`src/rtl/inst_sched_pkg.sv`:
```
// inst_sched_pkg: shared types and constants for the instruction display scheduler.
//   state_e     : scheduler FSM states
//   SYM_W/N_SYM : symbol width and symbols per message
//   INST_W      : display register width
//   MSG_*       : message indices into the message ROM
package inst_sched_pkg;
    typedef enum logic [2:0] {
        IDLE  = 3'd0,
        CLEAR = 3'd1,
        SHIFT = 3'd2,
        HOLD  = 3'd3,
        DONE  = 3'd4
    } state_e;
    localparam int SYM_W  = 5;
    localparam int N_SYM  = 8;
    localparam int INST_W = SYM_W * N_SYM;
    localparam logic [2:0] MSG_TRANSFER = 3'd0;
    localparam logic [2:0] MSG_DEPOSIT  = 3'd1;
    localparam logic [2:0] MSG_WITHDRAW = 3'd2;
    localparam logic [2:0] MSG_BALANCE  = 3'd3;
    localparam logic [2:0] MSG_PIN      = 3'd4;
    localparam logic [2:0] MSG_ERROR    = 3'd5;
    localparam logic [2:0] MSG_THANKYOU = 3'd6;
    localparam logic [2:0] MSG_BLANK    = 3'd7;
endpackage

```
`src/rtl/inst_sched_if.sv`:
```
// inst_sched_if: requester/scheduler bundle for the shared instruction display.
//   req, msg_id            : requester -> scheduler (msg_id slice [3i+2:3i] belongs to req[i])
//   grant, busy, sym_valid,
//   done, instruction      : scheduler -> requesters
//   master modport = requester side, slave modport = scheduler side
interface inst_sched_if #(parameter int N_REQ = 4);
    import inst_sched_pkg::*;
    logic [N_REQ-1:0]   req;
    logic [3*N_REQ-1:0] msg_id;
    logic [N_REQ-1:0]   grant;
    logic               busy;
    logic               sym_valid;
    logic               done;
    logic [INST_W-1:0]  instruction;
    modport master (output req, msg_id, input grant, busy, sym_valid, done, instruction);
    modport slave  (input req, msg_id, output grant, busy, sym_valid, done, instruction);
endinterface

```
`src/rtl/inst_msg_rom.sv`:
```
// inst_msg_rom: combinational 8 x 8-symbol message table (0=blank, 1..26=A..Z).
//   msg : message index
//   idx : symbol position, 0 = leftmost
//   sym : symbol code
module inst_msg_rom
    import inst_sched_pkg::*;
(
    input  logic [2:0]       msg,
    input  logic [2:0]       idx,
    output logic [SYM_W-1:0] sym
);
    // Each row is packed leftmost symbol first, exactly as it appears on the display.
    localparam logic [N_SYM-1:0][INST_W-1:0] ROM = {
        40'd0,
        {5'd20, 5'd8,  5'd1,  5'd14, 5'd11, 5'd25, 5'd15, 5'd21},
        {5'd5,  5'd18, 5'd18, 5'd15, 5'd18, 5'd0,  5'd0,  5'd0 },
        {5'd16, 5'd9,  5'd14, 5'd0,  5'd0,  5'd0,  5'd0,  5'd0 },
        {5'd2,  5'd1,  5'd12, 5'd1,  5'd14, 5'd3,  5'd5,  5'd0 },
        {5'd23, 5'd9,  5'd20, 5'd8,  5'd4,  5'd18, 5'd1,  5'd23},
        {5'd4,  5'd5,  5'd16, 5'd15, 5'd19, 5'd9,  5'd20, 5'd0 },
        {5'd20, 5'd18, 5'd1,  5'd14, 5'd19, 5'd6,  5'd5,  5'd18}
    };
    assign sym = ROM[msg][SYM_W*(N_SYM-1-int'(idx)) +: SYM_W];
endmodule

```
`src/rtl/inst_scheduler.sv`:
```
// inst_scheduler: round-robin owner of the 40-bit instruction display register.
//   sec_clock : display tick clock
//   rst       : synchronous active-high reset
//   bus       : inst_sched_if.slave (req/msg_id in; grant/busy/sym_valid/done/instruction out)
// Per grant: clear the register, shift in 8 symbols, hold HOLD_CYCLES, pulse done.
// Build option INST_SCHED_SCROLL_EN: rotate the display left one symbol per HOLD cycle.
module inst_scheduler
    import inst_sched_pkg::*;
#(
    parameter int N_REQ       = 4,
    parameter int HOLD_CYCLES = 4
) (
    input logic         sec_clock,
    input logic         rst,
    inst_sched_if.slave bus
);
    localparam int PTR_W = $clog2(N_REQ);
    localparam int HC_W  = $clog2(HOLD_CYCLES + 1);

    state_e             state_q, state_d;
    logic [N_REQ-1:0]   grant_q, grant_d;
    logic [2:0]         msg_q, msg_d;
    logic [PTR_W-1:0]   rr_ptr_q, rr_ptr_d;
    logic [2:0]         sym_cnt_q, sym_cnt_d;
    logic [HC_W-1:0]    hold_cnt_q, hold_cnt_d;
    logic [INST_W-1:0]  instruction_q, instruction_d;
    logic [SYM_W-1:0]   sym;
    logic [PTR_W-1:0]   win;
    logic               found;

    inst_msg_rom rom_i (.msg(msg_q), .idx(sym_cnt_q), .sym(sym));

    always_comb begin
        state_d       = state_q;
        grant_d       = grant_q;
        msg_d         = msg_q;
        rr_ptr_d      = rr_ptr_q;
        sym_cnt_d     = sym_cnt_q;
        hold_cnt_d    = hold_cnt_q;
        instruction_d = instruction_q;
        win           = '0;
        found         = 1'b0;
        // First active request at or above rr_ptr, wrapping around.
        for (int i = 0; i < N_REQ; i++) begin
            if (!found && bus.req[(int'(rr_ptr_q) + i) % N_REQ]) begin
                found = 1'b1;
                win   = PTR_W'((int'(rr_ptr_q) + i) % N_REQ);
            end
        end
        case (state_q)
            IDLE: begin
                if (found) begin
                    state_d  = CLEAR;
                    grant_d  = N_REQ'(1) << win;
                    msg_d    = bus.msg_id[3*int'(win) +: 3];
                    rr_ptr_d = PTR_W'((int'(win) + 1) % N_REQ);
                end
            end
            CLEAR: begin
                instruction_d = '0;
                sym_cnt_d     = '0;
                state_d       = SHIFT;
            end
            SHIFT: begin
                instruction_d = {instruction_q[INST_W-SYM_W-1:0], sym};
                if (sym_cnt_q == 3'(N_SYM - 1)) begin
                    state_d    = HOLD;
                    hold_cnt_d = '0;
                end else begin
                    sym_cnt_d = sym_cnt_q + 3'd1;
                end
            end
            HOLD: begin
`ifdef INST_SCHED_SCROLL_EN
                instruction_d = {instruction_q[INST_W-SYM_W-1:0], instruction_q[INST_W-1 -: SYM_W]};
`else
                instruction_d = instruction_q;
`endif
                hold_cnt_d = hold_cnt_q + HC_W'(1);
                if (hold_cnt_q == HC_W'(HOLD_CYCLES - 1)) state_d = DONE;
            end
            DONE: begin
                state_d = IDLE;
                grant_d = '0;
            end
            default: state_d = IDLE;
        endcase
    end

    always_ff @(posedge sec_clock) begin
        if (rst) begin
            state_q       <= IDLE;
            grant_q       <= '0;
            msg_q         <= '0;
            rr_ptr_q      <= '0;
            sym_cnt_q     <= '0;
            hold_cnt_q    <= '0;
            instruction_q <= '0;
        end else begin
            state_q       <= state_d;
            grant_q       <= grant_d;
            msg_q         <= msg_d;
            rr_ptr_q      <= rr_ptr_d;
            sym_cnt_q     <= sym_cnt_d;
            hold_cnt_q    <= hold_cnt_d;
            instruction_q <= instruction_d;
        end
    end

    assign bus.grant       = grant_q;
    assign bus.busy        = state_q != IDLE;
    assign bus.sym_valid   = state_q == SHIFT;
    assign bus.done        = state_q == DONE;
    assign bus.instruction = instruction_q;
endmodule

```
`src/flat_wrapper.sv`:
```
// flat-port wrapper written by rule: the top's interface ports become plain ports
module inst_scheduler_flat import inst_sched_pkg::*;
#(
    parameter int N_REQ       = 4,
    parameter int HOLD_CYCLES = 4
)
  (sec_clock, rst, bus_req, bus_msg_id, bus_grant, bus_busy, bus_sym_valid, bus_done, bus_instruction);
  inst_sched_if #(.N_REQ(N_REQ)) bus_i ();
  input logic sec_clock;
  input logic rst;
  input wire logic [$bits(bus_i.req)-1:0] bus_req;
  input wire logic [$bits(bus_i.msg_id)-1:0] bus_msg_id;
  output wire logic [$bits(bus_i.grant)-1:0] bus_grant;
  output wire logic [$bits(bus_i.busy)-1:0] bus_busy;
  output wire logic [$bits(bus_i.sym_valid)-1:0] bus_sym_valid;
  output wire logic [$bits(bus_i.done)-1:0] bus_done;
  output wire logic [$bits(bus_i.instruction)-1:0] bus_instruction;
  assign bus_i.req = bus_req;
  assign bus_i.msg_id = bus_msg_id;
  assign bus_grant = bus_i.grant;
  assign bus_busy = bus_i.busy;
  assign bus_sym_valid = bus_i.sym_valid;
  assign bus_done = bus_i.done;
  assign bus_instruction = bus_i.instruction;
  inst_scheduler #(.N_REQ(N_REQ), .HOLD_CYCLES(HOLD_CYCLES)) u_core (.sec_clock(sec_clock), .rst(rst), .bus(bus_i));
endmodule
```
`config.mk`:
```
export PLATFORM = sky130hd
export DESIGN_NAME = inst_scheduler_flat
export DESIGN_NICKNAME = d
export VERILOG_FILES = /design/src/rtl/inst_sched_pkg.sv /design/src/rtl/inst_sched_if.sv /design/src/rtl/inst_msg_rom.sv /design/src/rtl/inst_scheduler.sv /design/src/flat_wrapper.sv
export SDC_FILE = /design/constraint.sdc
export NUM_CORES = 1
export LEC_CHECK = 0
export CAP_MARGIN = 20
export CORE_AREA = 2 2 92 94
export CTS_CLUSTER_SIZE = 30
export DETAILED_ROUTE_END_ITERATION = 6
export DIE_AREA = 0 0 94 96
export PLACE_DENSITY = 0.88
export SLEW_MARGIN = 20
export SYNTH_ARGS = -nofsm -noshare
export SYNTH_HDL_FRONTEND = slang
export SYNTH_SLANG_ARGS = --single-unit
```
`constraint.sdc`:
```
create_clock -name sec_clock -period 6.95 [get_ports sec_clock]
set_clock_uncertainty 0.2 [all_clocks]
set_input_delay 0.695 -clock sec_clock [delete_from_list [all_inputs] [get_ports sec_clock]]
set_output_delay 0.695 -clock sec_clock [all_outputs]
set_load 0.02 [all_outputs]
```
## After elaboration in Yosys (flattened, before gate mapping)

Memories as Yosys holds them, arrays and structs flattened. A register that Yosys moved wholly into a read port is not among the register bits.
Index checks and enable logic that the tools add are counted.

| storage, ports and cells | value |
|---|---|
| memories kept | 1 |
| input port bits | 18 |
| output and inout port bits | 47 |
| logic and storage cells | 90 |
| flip-flop bits (word level) | 58 |
| bits in read-only memories | 320 |

| cells by class | value |
|---|---|
| muxes and demuxes | 33 |
| equal/unequal tests | 10 |
| bitwise operators | 3 |
| add/sub/neg operators | 7 |
| shifts and indexed selects | 3 |
| reduce and logical (&&, ||, !) cells | 19 |
| multipliers | 2 |
| magnitude comparators | 5 |

Memory list:

| name | depth | width | read ports | clocked after Yosys merged registers in | wr ports | line | text |
|---|---|---|---|---|---|---|---|
| (no name shown) | 8 | 40 | 1 | 1 | 0 | inst_msg_rom.sv:23 | `assign sym = ROM[msg][SYM_W*(N_SYM-1-int'(idx)) +: SYM_W];` |

Operator list:

| operator | count |
|---|---|
| 40-bit case mux with 2 select lines | 1 |
| 40-bit two-way mux | 1 |
| 40-bit by 32-bit variable part select with 5-bit output | 1 |
| 4-bit by 32-bit multiplier with 32-bit output (first input constant) | 1 |
| 12-bit by 32-bit variable part select with 3-bit output | 1 |
| 3-bit two-way mux | 7 |
| 3-bit by 4-bit < comparator with 1-bit output (second input constant) | 4 |
| 3-bit case mux with 2 select lines | 2 |
| 3-bit case mux with 4 select lines | 1 |
| 1-bit two-way mux | 11 |
| 3-bit by 2-bit == test with 1-bit output (second input constant) | 3 |
| 1-bit binary-select mux with 2-bit select | 4 |
| 2-bit two-way mux | 4 |
| 4-bit case mux with 2 select lines | 1 |
| 2-bit AND reduction | 4 |
| 3-bit by 1-bit adder with 3-bit output (second input constant) | 2 |
| 3-bit == test (second input constant) | 2 |
| 2-bit by 1-bit inequality test with 1-bit output (second input constant) | 3 |
| 2-bit nonzero test | 3 |
| 2-bit OR reduction | 3 |
| 2-bit by 1-bit adder with 2-bit output (second input constant) | 2 |
| 2-bit adder (second input constant) | 2 |
| 2-bit by 2-bit multiplier with 4-bit output (first input constant) | 1 |
| 4-bit two-way mux | 1 |
| 11 further kinds | 17 |

## Depth between registers and ports, before layout

Gate-level depths: netlist of run 1.

| logic depth | value |
|---|---|
| word-level depth | 18 |
| depth in mapped cells | 14 |
| mapped depth without buffers | 11 |

## Modules after synthesis

A second synthesis of run 1 with hierarchy kept.

| unflattened totals | value |
|---|---|
| cell total of the unflattened synthesis | 553 |
| area total of the unflattened synthesis | 4375.4 µm² |

By module, submodules not included:

| module | cells an instance | seq. area each (µm²) | area an instance (µm²) | instances |
|---|---|---|---|---|
| inst_scheduler | 259 | 1161.1 | 2372.3 | 1 |
| inst_msg_rom | 294 | 0.0 | 2003.2 | 1 |

## Worst setup path before layout of run 1

OpenSTA, ideal clock, no wires.

| timing | value |
|---|---|
| path kind | flip-flop to flip-flop |
| start | register u_core.sym_cnt_q[0] |
| end | register u_core.instruction_q[3] (netlist: u_core.bus.instruction[3]) |
| slack | 4.035 ns |
| stages on the path, launching flop included | 13 |
| path buffers | 3 |
| arrival | 2.584 ns |
| data required time | 6.619 ns |
| setup time | 0.131 ns |
| period minus slack after synthesis | 2.915 ns |
| cells stage by stage | dfxtp_1 -> buf_4 -> buf_6 -> clkinv_1 -> ha_1 -> buf_4 -> mux2_2 -> mux4_2 -> nand2_1 -> o21ai_1 -> a21oi_1 -> o221ai_1 -> nor3b_1 |

| between the ends | value |
|---|---|
| cells in the longest elaborated chain, start to end | 4 |

RTL lines:

| element | line | text |
|---|---|---|
| from (decl) | inst_scheduler.sv:24 | `logic [2:0] sym_cnt_q, sym_cnt_d;` |
| from (signal assigned) | inst_scheduler.sv:104 | `sym_cnt_q <= sym_cnt_d;` |
| 3-bit by 3-bit subtractor with 4-bit output | inst_msg_rom.sv:23 |  |
| 4-bit by 32-bit multiplier with 32-bit output | inst_msg_rom.sv:23 |  |
| 40-bit by 32-bit variable part select with 5-bit output | inst_msg_rom.sv:23 |  |
| 40-bit case mux with 2 select lines | inst_scheduler.sv:50 | `case (state_q)` |
| to (signal assigned) | inst_scheduler.sv:106 | `instruction_q <= instruction_d;` |
| to (decl) | inst_scheduler.sv:26 | `logic [INST_W-1:0] instruction_q, instruction_d;` |

No other way between the ends.
A chain may end at the register's enable or synchronous reset.

## Worst setup path in the final report of run 1

Ends and elaborated chain as after synthesis.

==> results.cfg, run 1 <==
[synth]
synth_cell_types = 48
synth_cells = 487
syn_nets = 520
synth_largest_area_cell = dfxtp_1
yosys.area.top_type_share_pct = 37.62
synth-seq-cells = 87
synth_area_sq_mm = 0.004629
avgSynthCellArea_sq_um = 9.506
ys_seq_area_share_pct = 37.62
synth-warning-count = 0
synth_area_leaders = dfxtp_1, mux4_2, a22oi_1, mux2i_1, nor2_1

[sta]
setup_viol = 0
min_period_ns = 3.530
relSlewSlack_pct = 31.15
hold_viol_final = 0
setup_slack_ns = 3.420
finalSetupTns_ns = 0
fin_crit_sh_pct = 50.80
slew_violations = 0
rsz0062_at_grt = false
worstMarginPinSlew_ns = 1.033
fmax_ghz = 0.2833

[global_routing]
grt_start_max_net_pins = 60
grt_pass1_wl_mm = 17.50
antenna_found_initial = 0
grt_overflow = 0
grt_pass1_vias = 3580
grtUsageTotal_pct = 24.28

[cells_and_area]
diodes = 0
fillers = 647
fin_area_sq_mm = 0.005456
area_growth_pct = 17.86
fin_util_pct = 67.77
finalNetCount = 561
drive_gt1_share_pct = 14.45

[die]
die-area_sq_mm = 0.009024
die_w_um = 94
fp-row-count = 33
pin_count = 65
start_util_pct = 57.50
coreArea_sq_mm = 0.008051
die_h_um = 96

[placement]
io_buffers = 64
dp_hpwl_mm = 7.405
place_congestion = 0.8967
postPlaceCellArea_sq_mm = 0.005221
place_ws_ns = 3.400

[worst_setup_path]
cp-start-kind = register
arrival_ns = 3.55
endpoint_kind = register
crit_fanout = 28
required_ns = 6.97
critical_path_class = reg2reg
r2r_cells = 9

[clocking]
post_cts_buffers = 0
root_buffer = clkbuf_8
cts_made_buffers = 9
h-tree-depth = 3
clock_latency_ns = 0.36
cts_resized = 0
numClockSinks = 87
clockBufferDepth = 2
cts_tree = built
ctsHoldBuffers = 0
cts.clk_slew.worst_paths_ns = 0.09

[power_and_ir_drop]
p_total_mw = 1.405
p_leak_nw = 2.029
ir_drop_mv = 0.1614
cellPowerDensity_mw_per_mm2 = 257.5

[status]
status = complete, no violations

[routing]
vias_per_cell = 5.928
dr.pass1.iters = 5
ant_nets = 0
totalWireLength_mm = 10.33
remaining_drc_errors = 0
drt-initial-drc-count = 298
detail_route.wl_per_cell_um = 16.20
vias = 3782

[hold_path]
hold_depth = 2
hold_class = reg2reg

[flow_run]
cap_violations = 0
power by group:
group,switching [mW],internal (mW)
Sequential,0.0676,0.557
Combinational,0.195,0.179
Clock,0.188,0.218
final cells by class:
type	instances	area, sq um	area share [%]
Clock buffer	10	137.6	2.522
Clock inverter	6	97.59	1.789
Inverter	19	73.82	1.353
Multi-Input combinational cell	342	2600	47.65
Sequential cell	87	1743	31.94
Tap cell	105	131.4	2.408
Timing Repair Buffer	69	673.1	12.34
worst paths after layout:
kind | start | end | slack, ns
setup / recovery | u_core.sym_cnt_q[0]$_SDFFE_PP0P_ | u_core.bus.instruction[3]$_SDFFE_PP0P_ | 3.42
hold reg to reg | u_core.bus.grant[3]$_SDFFE_PP0P_ | u_core.bus.grant[3]$_SDFFE_PP0P_ | 0.27
setup reg to reg | u_core.sym_cnt_q[0]$_SDFFE_PP0P_ | u_core.bus.instruction[3]$_SDFFE_PP0P_ | 3.42
hold / removal | u_core.bus.grant[3]$_SDFFE_PP0P_ | u_core.bus.grant[3]$_SDFFE_PP0P_ | 0.27
stage by stage:
| step | instances | hold WS, ns |
|---|---|---|
| 4_1_cts | 638 | 0.2718 |
| 2_1_floorplan | 487 | 0.2497 |
| 3_5_place_dp | 622 | 0.2589 |
| 5_1_grt | 638 | 0.3120 |
| 3_3_place_gp | 622 | 0.2575 |
| 6_report | 638 | 0.2684 |
routing by layer:
metal  track usage, %  up-vias  part of all wire [%]
met5                0        -                     0
met4            9.179        0                   2.4
met3            4.072       23                   4.9
met2            41.73      120                    50
met1            30.87     1797                    43
li1                 -     1842                     -
logic make-up after synthesis:
family,share of synthesized area [%]
muxes,21.16
DFF,37.62
buffers and inverters,6.270
and+or+nand+nor,14.46
xor gates and xnor gates,0.1892
adders and majority gates,4.054
AOI/OAI and AO/OA,16.24
cells in the final DEF (no fill, tap or decap), types with 3 or more instances in the layout:
cell / count
a21oi_1: 32
nor2b_1: 4
nor2_1: 69
mux2i_1: 27
nand2b_1: 3
a22oi_1: 38
ha_1: 15
inv_2: 3
mux2_2: 11
clkbuf_8: 10
clkdlybuf4s50_1: 63
nand3_1: 13
dfxtp_1: 86
o21ai_0: 13
nor3_1: 3
buf_4: 5
mux4_2: 26
a211oi_1: 3
o21ai_1: 8
inv_1: 14
nand2_1: 41
synth_stat cells, drive strengths merged:
| library cell | n |
|---|---|
| a2111oi | 1 |
| a211oi | 3 |
| a21oi | 33 |
| a22oi | 38 |
| a311oi | 1 |
| a31oi | 1 |
| a32oi | 2 |
| and2 | 2 |
| buf | 19 |
| clkbuf | 20 |
| clkinv | 1 |
| dfxtp | 87 |
| ha | 15 |
| inv | 18 |
| mux2 | 11 |
| mux2i | 27 |
| mux4 | 26 |
| nand2 | 43 |
| nand2b | 3 |
| nand3 | 15 |
| nand3b | 1 |
| nand4 | 1 |
| nor2 | 70 |
| nor2b | 5 |
| nor3 | 5 |
| nor3b | 1 |
| nor4b | 1 |
| o211ai | 2 |
| o21a | 2 |
| o21ai | 21 |
| o221a | 3 |
| o221ai | 2 |
| o22a | 2 |
| o22ai | 2 |
| o32ai | 1 |
| or4 | 1 |
| xor2 | 1 |
critical path: stages (launching register included):
cell      delay [ns]
dfxtp_1         0.34
clkinv_1        0.26
ha_1            1.09
mux2_2          0.44
mux4_2          0.47
nand2_1         0.08
o21ai_1         0.07
a21oi_1         0.16
o221ai_1        0.12
nor3b_1         0.15
No activity file was read; power rests on OpenSTA's default activity.
==> run 2: changes to the inputs <==
--- a/config.mk
+++ b/config.mk
@@ -6,11 +6,11 @@
 export NUM_CORES = 1
 export LEC_CHECK = 0
 export CAP_MARGIN = 20
-export CORE_AREA = 2 2 92 94
+export CORE_AREA = 2 2 100 102
 export CTS_CLUSTER_SIZE = 30
 export DETAILED_ROUTE_END_ITERATION = 6
-export DIE_AREA = 0 0 94 96
-export PLACE_DENSITY = 0.88
+export DIE_AREA = 0 0 102 104
+export PLACE_DENSITY = 0.79
 export SLEW_MARGIN = 20
 export SYNTH_ARGS = -nofsm -noshare
 export SYNTH_HDL_FRONTEND = slang
==> constraint.sdc (replaced) <==
create_clock -name sec_clock -period 2.9 [get_ports sec_clock]
set_clock_uncertainty 0.2 [all_clocks]
set_input_delay 0.29 -clock sec_clock [delete_from_list [all_inputs] [get_ports sec_clock]]
set_output_delay 0.29 -clock sec_clock [all_outputs]
set_load 0.02 [all_outputs]
==> run 2 against run 1 <==
- count of clock-buffer cells in the layout stayed put
- non-clock buffer count up 15
- die area up 18%
- routed wire length is 1.1% higher
- sequential share of layout area decreased by 0.87 points
- hold slack better by 0.014 ns
- via count grew 0.87%
- critical path depth is the same
- final cell count rose by 6.7%
- largest cell class unchanged
- largest power group unchanged
==> results.cfg, run 2 (synthesized netlist as in run 1, its figures left out) <==
[placement]
io_buffers = 64
place_ws_ns = -0.1389
postPlaceCellArea_sq_mm = 0.005370
dp_hpwl_mm = 7.720
place_congestion = 0.9278

[routing]
dr.pass1.iters = 5
vias = 3815
ant_nets = 0
detail_route.wl_per_cell_um = 15.34
remaining_drc_errors = 0
drt-initial-drc-count = 400
totalWireLength_mm = 10.45
vias_per_cell = 5.602

[die]
coreArea_sq_mm = 0.009549
die-area_sq_mm = 0.01061
fp-row-count = 36
pin_count = 65
die_w_um = 102
start_util_pct = 48.48
die_h_um = 104

[global_routing]
grt_overflow = 0
gr-usage-met2_pct = 34.87
busiest_layer = met2
grt_pass1_vias = 3623
met3_usage_pct = 3.360
grt_start_max_net_pins = 59
met1_usage_pct = 25.53
grt_pass1_wl_mm = 17.31
antenna_found_initial = 0
grtUsageTotal_pct = 20.18

[cells_and_area]
fin_area_sq_mm = 0.005609
layout_common_cells = dfxtp_1, nor2_1, clkdlybuf4s50_1
drive_gt1_share_pct = 16.97
final_common_cell = dfxtp_1
diodes = 0
finalNetCount = 576
area_growth_pct = 21.16

[clocking]
cts_made_buffers = 9
clockBufferDepth = 2
cts.clk_slew.worst_paths_ns = 0.10
root_buffer = clkbuf_8
h-tree-depth = 3
clock_latency_ns = 0.36
numClockSinks = 87
cts_tree = built
post_cts_buffers = 0

[worst_setup_path]
crit_fanout = 6
endpoint_kind = register
arrival_ns = 2.78
timing.rr.end = u_core.bus.instruction[3]$_SDFFE_PP0P_
cp-start-kind = register
regToRegSetupSlack_ns = 0.15
required_ns = 2.93
r2r_cells = 9
cp-startpoint = u_core.sym_cnt_q[0]$_SDFFE_PP0P_
r2r_start = u_core.sym_cnt_q[0]$_SDFFE_PP0P_
critical_path_class = reg2reg

[sta]
setup_slack_ns = 0.1497
min_period_ns = 2.750
fin_crit_sh_pct = 94.84
rsz0062_at_grt = false
hold_viol_final = 0
slew_violations = 0
setup_viol = 0
relSlewSlack_pct = 58.76
worstMarginPinSlew_ns = 0.6185
fmax_ghz = 0.3636

[hold_path]
hold_class = reg2reg
min_from = u_core.bus.grant[0]$_SDFFE_PP0P_
hold_depth = 2
whs_endpoint = u_core.bus.grant[0]$_SDFFE_PP0P_

[power_and_ir_drop]
ir_drop_mv = 0.3136
cellPowerDensity_mw_per_mm2 = 608.9
p_leak_nw = 2.104

[status]
status = complete, no violations

[flow_run]
cap_violations = 0
-- run 2: changes by cell type in the layout (fill, tap and decap cells not counted), sizes merged --
cell  before  now
buf        6   21
-- run 2: what timing repair did --
item / 4_1_cts / 5_1_grt
hold buffers: 0 / 0
gates resized for setup: 0 / 1
endpoints found under the setup margin: 0 / 1
-- run 2: area by class of cell --
type                       count  area (sq um)
fill                         836          3940
multi-input combinational    342          2600
sequential                    87          1743
timing repair buffer          84         789.5
tap                          133         166.4
clock buffer                  10         137.6
clock inverter                 6         97.59
inverter                      19         75.07
-- run 2: critical path, cell delays in order (launching register included) --
cell and delay, ns:
dfxtp_1 0.38, clkinv_2 0.08, ha_1 0.41, mux2_2 0.38
mux4_2 0.49, nand2_1 0.08, o21ai_1 0.06, a21oi_1 0.21
o221ai_1 0.15, nor3b_1 0.16
-- run 2: how the worst max path moves through the flow --
stage                                                        end  slack, ns  cells past startpoint
after floorplan           u_core.bus.instruction[3]$_SDFFE_PP0P_       0.09                     12
after global placement                                  register       0.06                      9
after detailed placement                                register      -0.14                     10
after CTS                 u_core.bus.instruction[3]$_SDFFE_PP0P_       0.20                      9
after global routing                                    register       0.04                     10
final                     u_core.bus.instruction[3]$_SDFFE_PP0P_       0.15                      9
-- run 2: per-stage QoR --
step	total power, mW	setup TNS (ns)	util [%]	hold WS (ns)	instances
after floorplan	2.181	0	-	0.2472	487
after global placement	2.415	0	56.24	0.2617	665
after detailed placement	2.459	-0.6955	56.24	0.2733	665
after CTS	3.430	0	58.70	0.2857	681
after global routing	3.598	0	58.74	0.3126	681
final	3.415	0	58.74	0.2827	681
-- run 2: where the power goes --
group,switching [mW],internal [mW],leakage [nW]
clock,0.455,0.522,0.119
sequential,0.160,1.33,0.710
combinational,0.481,0.462,1.27
total,1.10,2.32,2.10
-- run 2: per-layer routing --
metal | wire, um | part of all wire (%) | vias to the layer above
met1 | 4425 | 42 | 1815
li1 | - | - | 1872
met4 | 121 | 1.2 | 0
met5 | 0 | 0 | -
met2 | 5303 | 51 | 118
met3 | 595 | 5.7 | 10
